--- src/rtl/parking_occupancy_counter.sv ---
// Parking lot occupancy counter with daily open/closing/closed cycle.
// Tracks cars, daily entries, daily peak, and sticky over/underflow flags.
module parking_occupancy_counter #(
  parameter int CAPACITY = 25,
  parameter int CW       = 5
) (
  input  logic          clk,
  input  logic          reset,
  input  logic          enter,
  input  logic          exit,
  input  logic          day_end,
  input  logic          day_start,
  output logic [CW-1:0] occupancy,
  output logic          full,
  output logic          empty,
  output logic [7:0]    entries_total,
  output logic [CW-1:0] peak,
  output logic [1:0]    state,
  output logic          overflow_err,
  output logic          underflow_err
);

  localparam logic [CW-1:0] LP_CAP = CW'(CAPACITY);

  typedef enum logic [1:0] {
    S_OPEN    = 2'b00,
    S_CLOSING = 2'b01,
    S_CLOSED  = 2'b10
  } state_t;

  state_t        r_state;
  state_t        w_state_nxt;
  logic [CW-1:0] r_occ;
  logic [CW-1:0] w_occ_nxt;
  logic [7:0]    r_tot;
  logic [7:0]    w_tot_nxt;
  logic [CW-1:0] r_peak;
  logic [CW-1:0] w_peak_nxt;
  logic          r_ovf;
  logic          r_unf;
  logic          w_ovf_nxt;
  logic          w_unf_nxt;

  logic w_open;
  logic w_full;
  logic w_empty;
  logic w_inc;
  logic w_dec;
  logic w_accept;
  logic w_ovf_evt;
  logic w_unf_evt;
  logic w_exit_only;
  logic w_reopen;

  assign w_full   = (r_occ == LP_CAP);
  assign w_empty  = (r_occ == '0);
  assign w_open   = (r_state == S_OPEN);
  assign w_reopen = (r_state == S_CLOSED) & day_start;

  // Outside OPEN an enter is ignored, so a paired exit acts alone.
  assign w_exit_only = exit & (~enter | ~w_open);
  assign w_inc       = w_open & enter & ~exit & ~w_full;
  assign w_dec       = w_exit_only & ~w_empty;
  assign w_accept    = w_open & enter & (exit | ~w_full);
  assign w_ovf_evt   = w_open & enter & ~exit & w_full;
  assign w_unf_evt   = w_exit_only & w_empty;

  // Lot state transitions; closing completes on the registered empty.
  always_comb begin
    w_state_nxt = r_state;
    unique case (r_state)
      S_OPEN:    if (day_end)   w_state_nxt = S_CLOSING;
      S_CLOSING: if (w_empty)   w_state_nxt = S_CLOSED;
      S_CLOSED:  if (day_start) w_state_nxt = S_OPEN;
      default:                  w_state_nxt = S_OPEN;
    endcase
  end

  // Next values of counters, peak and sticky flags.
  always_comb begin
    w_occ_nxt  = r_occ;
    w_tot_nxt  = r_tot;
    w_peak_nxt = r_peak;
    w_ovf_nxt  = r_ovf | w_ovf_evt;
    w_unf_nxt  = r_unf | w_unf_evt;
    if (w_inc) w_occ_nxt = r_occ + 1'b1;
    else if (w_dec) w_occ_nxt = r_occ - 1'b1;
    if (w_accept && r_tot != 8'hFF) w_tot_nxt = r_tot + 8'd1;
    if (w_occ_nxt > r_peak) w_peak_nxt = w_occ_nxt;
    if (w_reopen) begin
      w_tot_nxt  = '0;
      w_peak_nxt = '0;
      w_ovf_nxt  = 1'b0;
      w_unf_nxt  = 1'b0;
    end
  end

  // State register with synchronous reset taking priority.
  always_ff @(posedge clk) begin
    if (reset) begin
      r_state <= S_OPEN;
      r_occ   <= '0;
      r_tot   <= '0;
      r_peak  <= '0;
      r_ovf   <= 1'b0;
      r_unf   <= 1'b0;
    end else begin
      r_state <= w_state_nxt;
      r_occ   <= w_occ_nxt;
      r_tot   <= w_tot_nxt;
      r_peak  <= w_peak_nxt;
      r_ovf   <= w_ovf_nxt;
      r_unf   <= w_unf_nxt;
    end
  end

  assign occupancy     = r_occ;
  assign full          = w_full;
  assign empty         = w_empty;
  assign entries_total = r_tot;
  assign peak          = r_peak;
  assign state         = r_state;
  assign overflow_err  = r_ovf;
  assign underflow_err = r_unf;

endmodule

--- config.mk ---
export PLATFORM = sky130hd
export DESIGN_NAME = parking_occupancy_counter
export DESIGN_NICKNAME = d
export VERILOG_FILES = /design/src/rtl/parking_occupancy_counter.sv
export SDC_FILE = /design/constraint.sdc
export NUM_CORES = 1
export LEC_CHECK = 0
export ABC_AREA = 1
export BUFFER_PORTS_ARGS = -buffer_cell sky130_fd_sc_hd__buf_2
export CAP_MARGIN = 30
export CORE_ASPECT_RATIO = 0.7
export CORE_MARGIN = 2
export CORE_UTILIZATION = 58
export CTS_CLUSTER_SIZE = 25
export DETAILED_ROUTE_END_ITERATION = 16
export PLACE_DENSITY_LB_ADDON = 0.15
export SLEW_MARGIN = 10
export SYNTH_ARGS = -nofsm -noshare
export SYNTH_HDL_FRONTEND = slang
export SYNTH_SLANG_ARGS = --single-unit
--- constraint.sdc ---
create_clock -name clk -period 3.7 [get_ports clk]
set_input_delay 0.555 -clock clk [delete_from_list [all_inputs] [get_ports clk]]
set_output_delay 0.555 -clock clk [all_outputs]
set_load 0.1 [all_outputs]
==> results.txt, run 1 <==
* Cell depth of the worst flop-to-flop path: 14
* Clock root cell: clkbuf_4
* Detailed Place HPWL: around 2600 um
- On the final layout, the worst hold slack is a little under 0.5 ns.
- The worst register-to-register path begins at occupancy[0].
- After global routing, the most crowded layer is met2.
* Clock period minus final worst setup slack: 2.63 ns
- Post-synthesis net count: 220
- Die outline width: about 64 um
* Mux cell area share after synthesis: 0%
* Data arrival time of the critical path: between 2 and 3 ns
- During synthesis, Yosys emitted a total of 0 warnings.
- The synthesized netlist devotes 4.13% of its cell area to XOR and XNOR gates.
- Number of antenna violations at the first check in global routing: 0
* Routed wire length: 3220 um
* Ys flop type: dfxtp_1
- The total count of hold-check failures in the final report was 0.
* Maximum fanout encountered on the critical timing path: 6
- The detail route stage leaves a number of antenna-violating nets equal to 0.
- Across all layers, the routed design uses ~1,400 vias.
- Share of post-route cells with drive strength above 1: 29.7%
- The tightest min-delay check is of the register to register type.
- Per-instance average area after synthesis: about 7.2 sq um
* Final setup violation count: 0
- Synthesis inferred 22 register bits.
- Main area contributors after synthesis: dfxtp_1 30%, nand2_1 13%, ha_1 7.6%
- The area growth from synthesis to layout is 13.6%.
- Along the worst hold path, the cell count comes to 2.
- The initial utilization of the core area, before any placement, comes to roughly three fifths.
* Clock Skew: approximately 0.0031 ns
- Inserted Clock Buffers: 3
- # hold bufs at CTS: 0
* Share of synthesized area occupied by flip-flops and latches: between 20% and 30%
* # Post-CTS Setup Buffers: 0
* Clock H-tree levels: 1
- The core region is about 0.0024 sq mm.
- Global routing consumed, on the met2 layer, 40.2% of the routing resources.
- The synthesized netlist occupies a cell area of between 0.001 and 0.0015 sq mm.
* Worst R2R End: peak[1]
* Achievable Freq: roughly 380 MHz
- Most used standard cell by instance count after synthesis: nand2_1
- Worst slew margin: between 60 and 70%
- In this run the count of I/O pins placed on the die edge is 30.
- Largest area contributor in the synthesized netlist: dfxtp_1
* Kind of capture point of the worst setup path: register
- Total routing resource utilization after global routing: approximately a quarter
- Critical setup path kind: register to register
* Final Util: about 69%
- Dividing the detail-routed wire length by the instance count gives 11.9 um.
- The number of global-route vias before repair is ~1,200.
- Before antenna repair, the detailed router went through 4 iterations.
* Launch instance of the worst min-delay path: underflow_err
- Number of DRC violations after detailed routing: 0
- Syn Inst Count: approximately 200
- Outcome: complete, no violations
- The final layout contains roughly 250 nets.
- CTS clk-pin slew, worst paths: ~0.12 ns
- GP Congestion: between 0.8 and 0.9
- Of the total synthesized cell area, the portion taken by AND, OR, NAND and NOR gates is a little over a third.
- Final total negative setup slack: 0 ns
* Type of origin of the critical path: register
* Unique masters post-synth: 28
- The floorplan step defined a die boundary enclosing ~0.003 sq mm.
- The analysis attributes to cell leakage a power of roughly 0.88 nW.
* Areal power density over the cells: just over 700 mW/mm^2
* Iteration-0 DRC Markers: 45
* Share of the clock period used by the worst path: a little under three quarters
- Entering global routing, the biggest net connects 13 pins.
- The later pin in the worst-skew pair is clocked with a latency of 0.30 ns.
* Ranking of synthesized cells by instance count: 53 x nand2_1, 29 x inv_1, 22 x dfxtp_1
- In the global route stage, met3 resource usage came out at 4.89%.
- Height of the chip: roughly 46 um
- Counting the fill cells in the layout gives 240.
* Post-synthesis compound-gate area fraction: 12.5%
- Global routing used between 30% and 40% of the available met1 tracks.
- RSZ-0062 raised after global routing: no
- For the worst setup path, the data required time is around 4 ns.
* PostCTS Resize Cnt: 0
- IR Drop Worst-Case VDD: 0.554 mV
- Number of input and output port buffers inserted: 29
- By area, the combinational part of the netlist is dominated by simple AND/OR/NAND/NOR gates.
- Global-route congestion overflow total: 0
- Max-cap violations in this run came to 0.
- Clock tree from TritonCTS: done
* Setup slack, reg-to-reg: about 1.1 ns
- Adder-Cell Fraction of Synth Area: 7.59%
* Worst-case hold path end point: underflow_err
- Global-route wire length before repair: roughly 5400 um
- The number of max-slew violations in the final report was 0.
- 0 antenna diodes ended up in the layout.
- The synthesized design contains 0 enable-type register cells.
- Max clock buf depth: 2
- Async S/R FF share, synth: 0%
* Vias per Instance: about 5.1
- Site Rows: 15
- Summing internal, switching and leakage power gives ~0.0012 W.
- Pin slew with the least headroom to its limit: ~0.56 ns
- Of the post-synthesis cell area, the dominant cell type holds ~30%.
- TritonCTS Sinks: 22
registers in the layout (all words and copies together), names as in the netlist:
signal,cells
entries_total,8
occupancy,5
overflow_err,1
peak,5
state,2
underflow_err,1
per-stage QoR:
stage / cell area (sq um) / instances / setup slack [ns]
6_report: 1690 / 270 / 1.07
5_1_grt: 1690 / 270 / 0.792
4_1_cts: 1690 / 270 / 1.08
3_5_place_dp: 1660 / 267 / 1.03
3_3_place_gp: 1660 / 267 / 1.13
2_1_floorplan: 1480 / 205 / 0.427
layer usage:
layer / vias to the layer above / wire (um) / part of all wire [%]
li1: 700 / - / -
met2: 46 / 1470 / 46
met4: 0 / 36 / 1.1
met3: 6 / 172 / 5.3
met5: - / 0 / 0
met1: 621 / 1540 / 48
worst max path at each step:
stage / start / to
after floorplan: occupancy[0] / peak[1]
after global placement: exit / peak[0]
after detailed placement: exit / peak[1]
after CTS: occupancy[0] / peak[1]
after global routing: occupancy[1] / peak[1]
final: occupancy[0] / peak[1]
worst max-delay path, stage by stage (launching register included):
cell and delay [ns]:
dfxtp_1 0.46, inv_1 0.11, ha_1 0.27, nand3_2 0.16, inv_2 0.07, nor2_4 0.14
nor2_4 0.05, nand2_1 0.07, nand2_2 0.09, ha_1 0.29, nand3_1 0.08, o21ai_0 0.47
a21oi_1 0.14, nand2_1 0.11, inv_1 0.04
cell type report:
type / count / area (sq um) / area share (%)
Clock buffer: 3 / 22.5 / 1.34
Inverter: 36 / 143 / 8.46
Sequential cell: 22 / 440 / 26.1
Timing Repair Buffer: 30 / 153 / 9.06
Multi-Input combinational cell: 145 / 885 / 52.5
Tap cell: 34 / 42.5 / 2.52
kinds of logic (layout without fill, tap and decap cells):
| group | after synthesis | after routing |
|---|---|---|
| xor+xnor | 7 | 7 |
| compound gates | 28 | 28 |
| flops | 22 | 22 |
| simple gates | 101 | 101 |
| buf+inv | 38 | 69 |
| fa+ha+maj | 9 | 9 |
layout by cell type, fill, tap and decap left out, drive strengths merged:
master   n
clkbuf   3
nand2   62
nor2    20
nand3   14
o21ai    7
xnor2    2
xor2     5
inv     36
nand3b   1
nor3     4
buf     30
dfxtp   22
a21oi   20
ha       9
a31oi    1
power by group:
part           leakage, nW  total [W]  switching (W)  internal [W]
clock network       0.0138   0.000108      0.0000702     0.0000380
registers            0.180   0.000314      0.0000389      0.000275
logic                0.683   0.000780       0.000597      0.000183
total                0.877    0.00120       0.000706      0.000495
Power figures use the tool's default switching activity.
==> run 2: changes to the inputs <==
--- a/config.mk
+++ b/config.mk
@@ -10,7 +10,7 @@
 export CAP_MARGIN = 30
 export CORE_ASPECT_RATIO = 0.7
 export CORE_MARGIN = 2
-export CORE_UTILIZATION = 58
+export CORE_UTILIZATION = 49
 export CTS_CLUSTER_SIZE = 25
 export DETAILED_ROUTE_END_ITERATION = 16
 export PLACE_DENSITY_LB_ADDON = 0.15
==> constraint.sdc (replaced) <==
create_clock -name clk -period 2.4 [get_ports clk]
set_input_delay 0.36 -clock clk [delete_from_list [all_inputs] [get_ports clk]]
set_output_delay 0.36 -clock clk [all_outputs]
set_load 0.1 [all_outputs]
==> results.txt, run 2 (synthesis gave the netlist of run 1 again) <==
- Outcome: complete, no violations
- Data required time of the critical path: 2.56 ns (-1.36 ns)
- Detailed Place HPWL: 2410 um (-7.0%)
- The startpoint identified for the worst hold timing path is day_end.
- Largest net degree at the start of global routing: 13 (unchanged)
- Relative contribution of sequential cells to total power: 21.9% (-4.2 points)
* Vias per Instance: 4.83 (-5.0%)
* Post-route antenna net violation count: 0 (unchanged)
* I/O pin total: 30 (unchanged)
* Final Max Tran Viols: 0 (unchanged)
- The worst slew margin relative to its limit came to 62.9% (+0.69 points).
- The top fanout value on the critical path came to 6 (unchanged).
- The portion of total power attributed to the clock network came to 11.9% (+2.9 points).
* Number of input and output port buffers inserted: 29 (unchanged)
- The horizontal die dimension was 69.8 um (+8.3%).
- Pre-Repair DR Iteration Count: 5 (+1)
* Layout overhead on the synthesized area: 27.8%
- The path class of the tightest hold or removal check is input pin to register.
* Post-route total power: 0.00225 W (+87%)
- The number of buffers on the longest clock path came to 2 (unchanged).
- The power per cell area is 1190 mW/mm^2 (+67%).
- The number of failing setup endpoints in the final timing report is 0 (unchanged).
- The upper clock frequency limit was 438 MHz (+15%).
- Pin slew with the least headroom to its limit: 0.552 ns (-0.00815 ns)
- The height of the chip was 50.0 um (+8.0%).
* Setup slack, reg-to-reg: 0.12 ns (-0.95 ns)
- The final routed DRC violation total is 0 (unchanged).
* Insertion delay of the later-clocked pin in the worst-skew pair: 0.26 ns (-0.04 ns)
- The core footprint is 0.00284 sq mm (+17%).
- Max-cap check violation count: 0 (unchanged)
- STA classifies the critical path startpoint as a register.
- The number of sinks driven by the clock tree is 22 (unchanged).
* Routed wire length: 3210 um (-0.40%)
- Start of the worst register-to-register path: occupancy[0]
* Power Internal: 0.00101 W (+100%)
- Clock H-tree levels: 1 (unchanged)
- The number of rows in the core area was 16 (+1).
- The number of cells after detailed placement was 269 (+0.75%).
- The total number of nets in the final design came to 256 (+1.2%).
* IR Drop Worst-Case VDD: 0.611 mV (+10%)
- Total routing resource utilization after global routing: 19.6% (-4.2 points)
* Vias in the first global route: 1,193 (-3.2%)
* CTS clk-pin slew, worst paths: 0.08 ns (-0.04 ns)
- The shortest clock period the worst path allows after layout came to 2.28 ns (-0.347 ns).
* GP Congestion: 0.909 (+8.3%)
- STA classifies the critical path endpoint as a register.
* Global-route wire length before repair: 5510 um (+2.2%)
* Worst R2R End: peak[2]
- The library cell used most frequently in the layout, excluding fill and tap cells, is nand2_1.
* Worst Hold Path Cells: 3 (+1)
- Clock tree from TritonCTS: done
* Combinational Power Share: 66.2% (+1.3 points)
- Post-detailed-route wirelength per cell: 11.6 um (-2.6%)
- The layout cell share with drive strength beyond 1 came to 42.1% (+12 points).
- RSZ-0062 raised after global routing: yes
* Leakage power total: 0.927 nW (+5.7%)
* Clock Skew: 0.00204 ns (-0.00104 ns)
* Iteration-0 DRC Markers: 42 (-6.7%)
- Final hold violation count: 0 (unchanged)
- In the layout the commonest cells are 48 x nand2_1, 29 x buf_2, 26 x inv_1.
- Worst hold slack: 0.339 ns (-0.146 ns)
- Number of antenna violations at the first check in global routing: 0 (unchanged)
- Worst-case hold path end point: state[0]
- The final sum of negative setup slack was 0 ns (unchanged).
- Inserted Clock Buffers: 3 (unchanged)
- Switch Pwr: 0.00124 W (+76%)
* Data arrival time of the critical path: 2.44 ns (-0.41 ns)
- Starting density of the core: 52.2% (-8.6 points)
* Clock root cell: clkbuf_8
- The proportion of total power due to net switching is 55.1% (-3.7 points).
- The number of vias after detailed routing came to 1,334 (-2.8%).
- The remaining global-route overflow is 0 (unchanged).
- The die outline area is 0.00349 sq mm (+17%).
- The flip-flop count of the largest register after layout was 8 (unchanged).
* Ant diodes: 0 (unchanged)
- The ratio of final minimum period to clock period came to 95.1% (+24 points).
* Cell depth of the worst flop-to-flop path: 15 (+1)
- The worst setup path is of the register to register kind.
- The number of cells in the finished layout apart from fillers is 276 (+2.2%).
- # hold bufs at CTS: 0 (unchanged)
==> run 2: through the flow <==
stage               setup slack, ns  area [sq um]  utilization (%)
floorplan                    -0.188          1570                -
global placement             0.0892          1750             61.6
detailed placement         -0.00868          1750             61.6
CTS                         0.00966          1820             63.9
global route                -0.0489          1900             66.7
finish                        0.117          1900             66.7
==> run 2: repair_timing <==
item | in CTS | in global routing
gates cloned | 0 | 0
resized for setup | 2 | 12
pin swaps | 0 | 5
setup buffers | 0 | 3
endpoints found under the setup margin | 5 | 5
==> run 2: power by group through the flow <==
stage               Clock (W)  Sequential, W  Combinational (W)
floorplan                   0       0.000880           0.000726
global placement            0       0.000500            0.00128
detailed placement          0       0.000501            0.00129
CTS                  0.000280       0.000493            0.00132
global route         0.000292       0.000504            0.00161
finish               0.000268       0.000494            0.00149
==> run 2: worst max path at each step <==
| stage | startpoint | end | slack (ns) | depth (start not counted) |
|---|---|---|---|---|
| after CTS | occupancy[0] | peak[2] | 0.01 | 16 |
| after global placement | occupancy[0] | peak[3] | 0.09 | 18 |
| final | occupancy[0] | peak[2] | 0.12 | 15 |
| after detailed placement | occupancy[0] | peak[3] | -0.009 | 15 |
| after floorplan | occupancy[0] | peak[1] | -0.19 | 16 |
| after global routing | occupancy[1] | peak[1] | -0.05 | 16 |
==> run 2: worst max-delay path: stages (launching register included) <==
cell	delay, ns
dfxtp_4	0.40
inv_2	0.07
ha_4	0.18
nand3_4	0.12
inv_4	0.05
nor2_4	0.17
nor2_4	0.05
nand2_2	0.07
nand2_1	0.09
ha_4	0.28
nand2_4	0.06
nor2_2	0.11
nand2_2	0.10
a31oi_4	0.21
buf_4	0.15
a21oi_2	0.05
==> run 2: layout make-up <==
type,instances,area [sq um]
clock buffer,4,55.1
fill,265,946
inverter,36,145
multi-input combinational,145,1010
sequential,22,462
tap,36,45.0
timing repair buffer,33,175
==> run 2: per-layer routing <==
| metal | global-route usage, % | share of wire, % | vias up |
|---|---|---|---|
| met1 | 28.7 | 52 | 584 |
| met3 | 4.50 | 4.2 | 4 |
| met4 | 2.88 | 0.59 | 0 |
| li1 | - | - | 717 |
| met5 | 0 | 0 | - |
| met2 | 29.7 | 43 | 29 |
